--- config.mk ---
export PLATFORM = sky130hd
export DESIGN_NAME = instr_encoder
export DESIGN_NICKNAME = d
export VERILOG_FILES = /design/src/rtl/instr_encoder.sv
export SDC_FILE = /design/constraint.sdc
export NUM_CORES = 1
export LEC_CHECK = 0
export CAP_MARGIN = 20
export CORE_MARGIN = 3
export CORE_UTILIZATION = 40
export CTS_BUF_LIST = sky130_fd_sc_hd__clkbuf_8 sky130_fd_sc_hd__clkbuf_16
export DETAILED_ROUTE_END_ITERATION = 8
export MAX_ROUTING_LAYER = met4
export PLACE_DENSITY = 0.74
export SKIP_LAST_GASP = 1
export SLEW_MARGIN = 20
export SYNTH_ARGS = -nofsm -noshare
export SYNTH_HDL_FRONTEND = slang
export SYNTH_SLANG_ARGS = --single-unit
export TNS_END_PERCENT = 5
--- constraint.sdc ---
create_clock -name clk -period 2.3 [get_ports clk]
set_input_delay 0.46 -clock clk [delete_from_list [all_inputs] [get_ports clk]]
set_output_delay 0.46 -clock clk [all_outputs]
set_load 0.02 [all_outputs]
--- src/rtl/instr_encoder.sv ---
// instr_encoder: turns mnemonic requests into MIPS instruction words with sequential byte addresses.
// Define ENCODER_PSEUDO_LI_EN to expand the li pseudo-instruction into one or two words (adds EMIT2).
module instr_encoder (
    input  logic        clk,
    input  logic        reset,
    input  logic        in_valid,
    output logic        in_ready,
    input  logic [4:0]  in_op,
    input  logic [4:0]  in_rs,
    input  logic [4:0]  in_rt,
    input  logic [4:0]  in_rd,
    input  logic [31:0] in_imm,
    output logic        out_valid,
    input  logic        out_ready,
    output logic [31:0] out_instr,
    output logic [31:0] out_addr,
    output logic        err
);

`ifdef ENCODER_PSEUDO_LI_EN
    typedef enum logic [1:0] {IDLE = 2'd0, EMIT = 2'd1, EMIT2 = 2'd2} state_t;
    typedef struct packed {logic ok; logic two; logic [31:0] w0; logic [31:0] w1;} enc_t;
`else
    typedef enum logic [1:0] {IDLE = 2'd0, EMIT = 2'd1} state_t;
    typedef struct packed {logic ok; logic [31:0] w0;} enc_t;
`endif

    function automatic logic [31:0] rtype(input logic [4:0] rs, input logic [4:0] rt,
                                          input logic [4:0] rd, input logic [5:0] funct);
        return {6'b000000, rs, rt, rd, 5'b00000, funct};
    endfunction

    function automatic logic [31:0] itype(input logic [5:0] opc, input logic [4:0] rs,
                                          input logic [4:0] rt, input logic [15:0] imm);
        return {opc, rs, rt, imm};
    endfunction

    function automatic enc_t encode(input logic [4:0] op, input logic [4:0] rs, input logic [4:0] rt,
                                    input logic [4:0] rd, input logic [31:0] imm);
        enc_t e;
        e    = '0;
        e.ok = 1'b1;
        case (op)
            5'd0:    e.w0 = rtype(rs, rt, rd, 6'b100001);
            5'd1:    e.w0 = rtype(rs, rt, rd, 6'b100011);
            5'd2:    e.w0 = rtype(rs, rt, rd, 6'b100100);
            5'd3:    e.w0 = rtype(rs, rt, rd, 6'b100101);
            5'd4:    e.w0 = rtype(rs, rt, rd, 6'b101011);
            5'd5:    e.w0 = rtype(rs, rt, rd, 6'b011011);
            5'd6:    e.w0 = rtype(rs, rt, rd, 6'b010000);
            5'd7:    e.w0 = rtype(rs, rt, rd, 6'b010010);
            5'd8:    e.w0 = rtype(rs, rt, rd, 6'b011001);
            5'd9:    e.w0 = {6'b000000, rs, 15'd0, 6'b001000};
            5'd10:   e.w0 = itype(6'b100011, rs, rt, imm[15:0]);
            5'd11:   e.w0 = itype(6'b101011, rs, rt, imm[15:0]);
            5'd12:   e.w0 = itype(6'b000100, rs, rt, imm[15:0]);
            5'd13:   e.w0 = itype(6'b001001, rs, rt, imm[15:0]);
            5'd14:   e.w0 = {6'b000010, imm[25:0]};
            5'd15:   e.w0 = {6'b000011, imm[25:0]};
            5'd16:   e.w0 = itype(6'b001101, rs, rt, imm[15:0]);
            5'd17:   e.w0 = itype(6'b001111, 5'd0, rt, imm[15:0]);
            5'd18:   e.w0 = itype(6'b000001, rs, 5'd0, imm[15:0]);
`ifdef ENCODER_PSEUDO_LI_EN
            5'd19: begin
                if (imm[31:16] == 16'd0) begin
                    e.w0 = itype(6'b001101, 5'd0, rt, imm[15:0]);
                end else begin
                    e.two = 1'b1;
                    e.w0  = itype(6'b001111, 5'd0, rt, imm[31:16]);
                    e.w1  = itype(6'b001101, rt, rt, imm[15:0]);
                end
            end
`endif
            default: e.ok = 1'b0;
        endcase
        return e;
    endfunction

    state_t      state_r, state_nxt_s;
    logic        out_valid_r, valid_nxt_s;
    logic [31:0] out_instr_r, instr_nxt_s;
    logic [31:0] out_addr_r, addr_nxt_s;
    logic        err_r, err_nxt_s;
    logic        in_fire_s, out_fire_s;
    enc_t        enc_s;
`ifdef ENCODER_PSEUDO_LI_EN
    logic        li_first_r, li_first_nxt_s;
    logic [31:0] pend_r, pend_nxt_s;
`else
    logic        unused_imm_s;
    assign unused_imm_s = ^in_imm[31:26];
`endif

    assign out_valid = out_valid_r;
    assign out_instr = out_instr_r;
    assign out_addr  = out_addr_r;
    assign err       = err_r;

    assign in_fire_s  = in_valid & in_ready;
    assign out_fire_s = out_valid_r & out_ready;
    assign enc_s      = encode(in_op, in_rs, in_rt, in_rd, in_imm);

    // Accept when the output slot is free, or is draining this cycle with no ori half queued behind it.
    always_comb begin
`ifdef ENCODER_PSEUDO_LI_EN
        in_ready = (state_r == IDLE) | (out_ready & (state_r == EMIT) & ~li_first_r)
                 | (out_ready & (state_r == EMIT2));
`else
        in_ready = (state_r == IDLE) | (out_ready & (state_r == EMIT));
`endif
    end

    // Next-state and next-output logic; an accept can only coincide with a drain, so it takes priority.
    always_comb begin
        state_nxt_s = state_r;
        valid_nxt_s = out_valid_r;
        instr_nxt_s = out_instr_r;
        err_nxt_s   = 1'b0;
        addr_nxt_s  = out_fire_s ? (out_addr_r + 32'd4) : out_addr_r;
`ifdef ENCODER_PSEUDO_LI_EN
        li_first_nxt_s = li_first_r;
        pend_nxt_s     = pend_r;
`endif
        if (in_fire_s) begin
            if (enc_s.ok) begin
                state_nxt_s = EMIT;
                valid_nxt_s = 1'b1;
                instr_nxt_s = enc_s.w0;
`ifdef ENCODER_PSEUDO_LI_EN
                li_first_nxt_s = enc_s.two;
                pend_nxt_s     = enc_s.w1;
`endif
            end else begin
                state_nxt_s = IDLE;
                valid_nxt_s = 1'b0;
                err_nxt_s   = 1'b1;
`ifdef ENCODER_PSEUDO_LI_EN
                li_first_nxt_s = 1'b0;
`endif
            end
        end else if (out_fire_s) begin
`ifdef ENCODER_PSEUDO_LI_EN
            if (li_first_r) begin
                state_nxt_s    = EMIT2;
                instr_nxt_s    = pend_r;
                li_first_nxt_s = 1'b0;
            end else begin
                state_nxt_s = IDLE;
                valid_nxt_s = 1'b0;
            end
`else
            state_nxt_s = IDLE;
            valid_nxt_s = 1'b0;
`endif
        end else begin
            state_nxt_s = state_r;
        end
    end

    // State and output registers; reset also drops any queued li second half.
    always_ff @(posedge clk or negedge reset) begin
        if (!reset) begin
            state_r     <= IDLE;
            out_valid_r <= 1'b0;
            out_instr_r <= 32'd0;
            out_addr_r  <= 32'd0;
            err_r       <= 1'b0;
`ifdef ENCODER_PSEUDO_LI_EN
            li_first_r  <= 1'b0;
            pend_r      <= 32'd0;
`endif
        end else begin
            state_r     <= state_nxt_s;
            out_valid_r <= valid_nxt_s;
            out_instr_r <= instr_nxt_s;
            out_addr_r  <= addr_nxt_s;
            err_r       <= err_nxt_s;
`ifdef ENCODER_PSEUDO_LI_EN
            li_first_r  <= li_first_nxt_s;
            pend_r      <= pend_nxt_s;
`endif
        end
    end

endmodule

==> reports/qor.txt <==
grt peak-use layer = met2
CTS buffer count = 9
design area = 4760 um^2
sequential share of power = 41.7%
Data arrival, critical path = 1.73 ns
CTS tree = done
die width = 95.8 um
Final Slew Violations = 0
vias per cell = 5.29
hold crit path type = in2async
clock share of power = 29.1%
placed inst area = 4560 um^2
commonest non-fill, non-tap cell in the layout = clkdlybuf4s50_1
Max Buffers Root-to-Sink = 2
Gate power share = 29.2%
vias in the first global route = 2810
clock root cell = clkbuf_8
Post-Synthesis Cells = 314
Pint = 0.00224 W
top-level port count = 123
Mapped Area = 3230 um^2
postcts setup bufs = 0
number of flops mapped to enable cells by yosys = 0
Worst Path Buf+Inv = 2
initial antenna violation count = 0
routed length per instance = 14.9 um
met1 GRT Util = 24.2%
yosys warns = 0
diode count = 0
hold_buf cts = 0
CP Capture Type = output pin
Tmin final = 2.19 ns
Fin. Hold Viols = 0
first-pass GRT wire length = 13.4 mm
cell family with most CP delay = buffers and inverters
nets@finish = 502
crit path from = out_ready
via count = 2918
Final Cycle Share = 95.2%
Leak Pwr = 1.99 nW
gpl congestion = 0.896
Switching Share = 31.5%
Initial DRC Count = 112
DRC viols = 0
switching power total = 0.00103 W
commonest cells after routing, fill and taps aside = 112 x clkdlybuf4s50_1, 63 x dfrtp_1, 40 x nor2_1, 24 x xnor2_1, 22 x buf_4
post_cts resized = 0
Critical Path RT = 1.84 ns
Site Rows = 32
Crit Path Category = in2out
clk_lat worst skew = 0.33 ns
Worst path max stage delay = 0.61 ns
post-synthesis sequential area ratio = 48.9%
post-DP HPWL = 6.36 mm
WL final = 8.21 mm
Post-Syn Area per Cell = 10.3 um^2
CP Launch Type = input pin
Slew HR = 58.5%
register clock-pin slew on the reported worst setup and hold paths = 0.07 ns
die area = 9180 um^2
Port Buffers = 113
synth-to-layout area growth = 47.4%
Final ANT Viol Nets = 0
Slew @ Worst Pin = 0.620 ns
unrepaired setup endpoints after global routing = no
Starting Density = 41.5%
TritonRoute pass-1 iters = 4
status = completed
pwr dens = 689 nW/um^2
die height = 95.8 um
fmax = 0.457 GHz
worst path cell trace = clkdlybuf4s50_1 -> nand2b_1 -> clkdlybuf4s50_1
cell repeated most along the worst path = clkdlybuf4s50_1
max_cap viols = 0
clk sinks = 63
slowest stage cell on the critical path = clkdlybuf4s50_1
largest net degree at the start of global routing = 44
GR Util All Layers = 19.2%
setup tns final = 0 ns
GR Util met3 = 5.16%
Yosys reg bits = 63
Synth Flop Type = dfrtp_1
ys async rst share = 100%
VDD IR-drop max = 0.000335 V
Max Fanout on Critical Path = 4
critical register-to-register path startpoint = out_addr[11]
H-tree levels = 3
Core Footprint = 7770 um^2
clock skew = 0.0104 ns
layout cells sized above 1 = 12.9%
Distinct cells, synth = 59
global route overflow = 0
GRT met2 Usage = 30.7%
final setup violation count = 0
sequential cells by signal, summed over array words and instances (netlist names):
register	flops
out_instr	31
err	1
out_addr	30
out_valid	1
cell type report:
class	count	area (um^2)
clock inverters	6	60.1
multi-input cells	229	1520
well taps	102	128
clock buffers	10	138
fillers	669	3010
repair buffers	136	1310
flip-flops and latches	63	1580
inverters	6	22.5
cells in the mapped netlist (2+ instances only):
cell / count / share of area, %
a21oi_1: 20 / 3.1
a221oi_1: 11 / 3.0
a22o_1: 5 / 1.4
a31oi_1: 3 / 0.58
a32oi_1: 5 / 1.4
and2_1: 2 / 0.39
and3_1: 5 / 0.97
and4_1: 4 / 1.1
buf_2: 4 / 0.62
buf_4: 9 / 2.1
clkbuf_1: 4 / 0.47
dfrtp_1: 63 / 49
inv_1: 5 / 0.58
nand2_1: 20 / 2.3
nand2b_1: 6 / 1.2
nand3_1: 13 / 2.0
nand4_1: 8 / 1.6
nor2_1: 40 / 4.7
nor3_1: 4 / 0.62
nor4_2: 3 / 1.2
o21ai_0: 12 / 1.9
o22ai_1: 2 / 0.39
xnor2_1: 24 / 6.5
xor2_1: 7 / 1.9
cell families after synthesis:
logic type / Yosys count / synth area share (%)
simple gates: 118 / 20.7
fa+ha+maj: 1 / 0.388
compound gates: 75 / 16.9
mux: 1 / 0.349
xor+xnor: 31 / 8.41
flops: 63 / 48.9
other cells: 1 / 0.116
buf+inv: 24 / 4.23
worst paths after layout:
kind	end	slack [ns]	depth (start not counted)
worst max-delay path	in_ready	0.11	3
worst max register to register	out_addr[28]	0.59	4
worst min-delay path	out_addr[14]	0.09	1
worst min register to register	out_instr[28]	0.48	2
max in group asynchronous	out_instr[5]	1.61	2
min in group clk	out_instr[28]	0.48	2
metrics by stage:
stage / power, W / setup slack (ns) / instances / hold slack [ns] / util [%]
after global placement: 0.00233 / 0.0489 / 536 / 0.453 / 58.7
after global routing: 0.00346 / 0.0610 / 552 / 0.108 / 61.2
after CTS: 0.00332 / 0.101 / 552 / 0.0899 / 61.2
after detailed placement: 0.00235 / 0.0560 / 536 / 0.464 / 58.7
after floorplan: 0.00184 / 0.632 / 316 / 0.164 / -
final: 0.00328 / 0.111 / 552 / 0.0899 / 61.2
per-layer routing:
metal	wire length (um)	share of wire, %	up-vias
met5	0	0	-
met4	85	1.0	0
met2	4090	50	106
li1	-	-	1392
met3	501	6.1	12
met1	3540	43	1408
power by group through the flow:
stage	Combinational (W)	Sequential [W]	Clock (W)
4_1_cts	0.000968	0.00137	0.000982
3_3_place_gp	0.000944	0.00138	0
5_1_grt	0.00103	0.00139	0.00104
3_5_place_dp	0.000964	0.00139	0
6_report	0.000956	0.00137	0.000954
2_1_floorplan	0.000293	0.00155	0
Power figures use the tool's default switching activity.
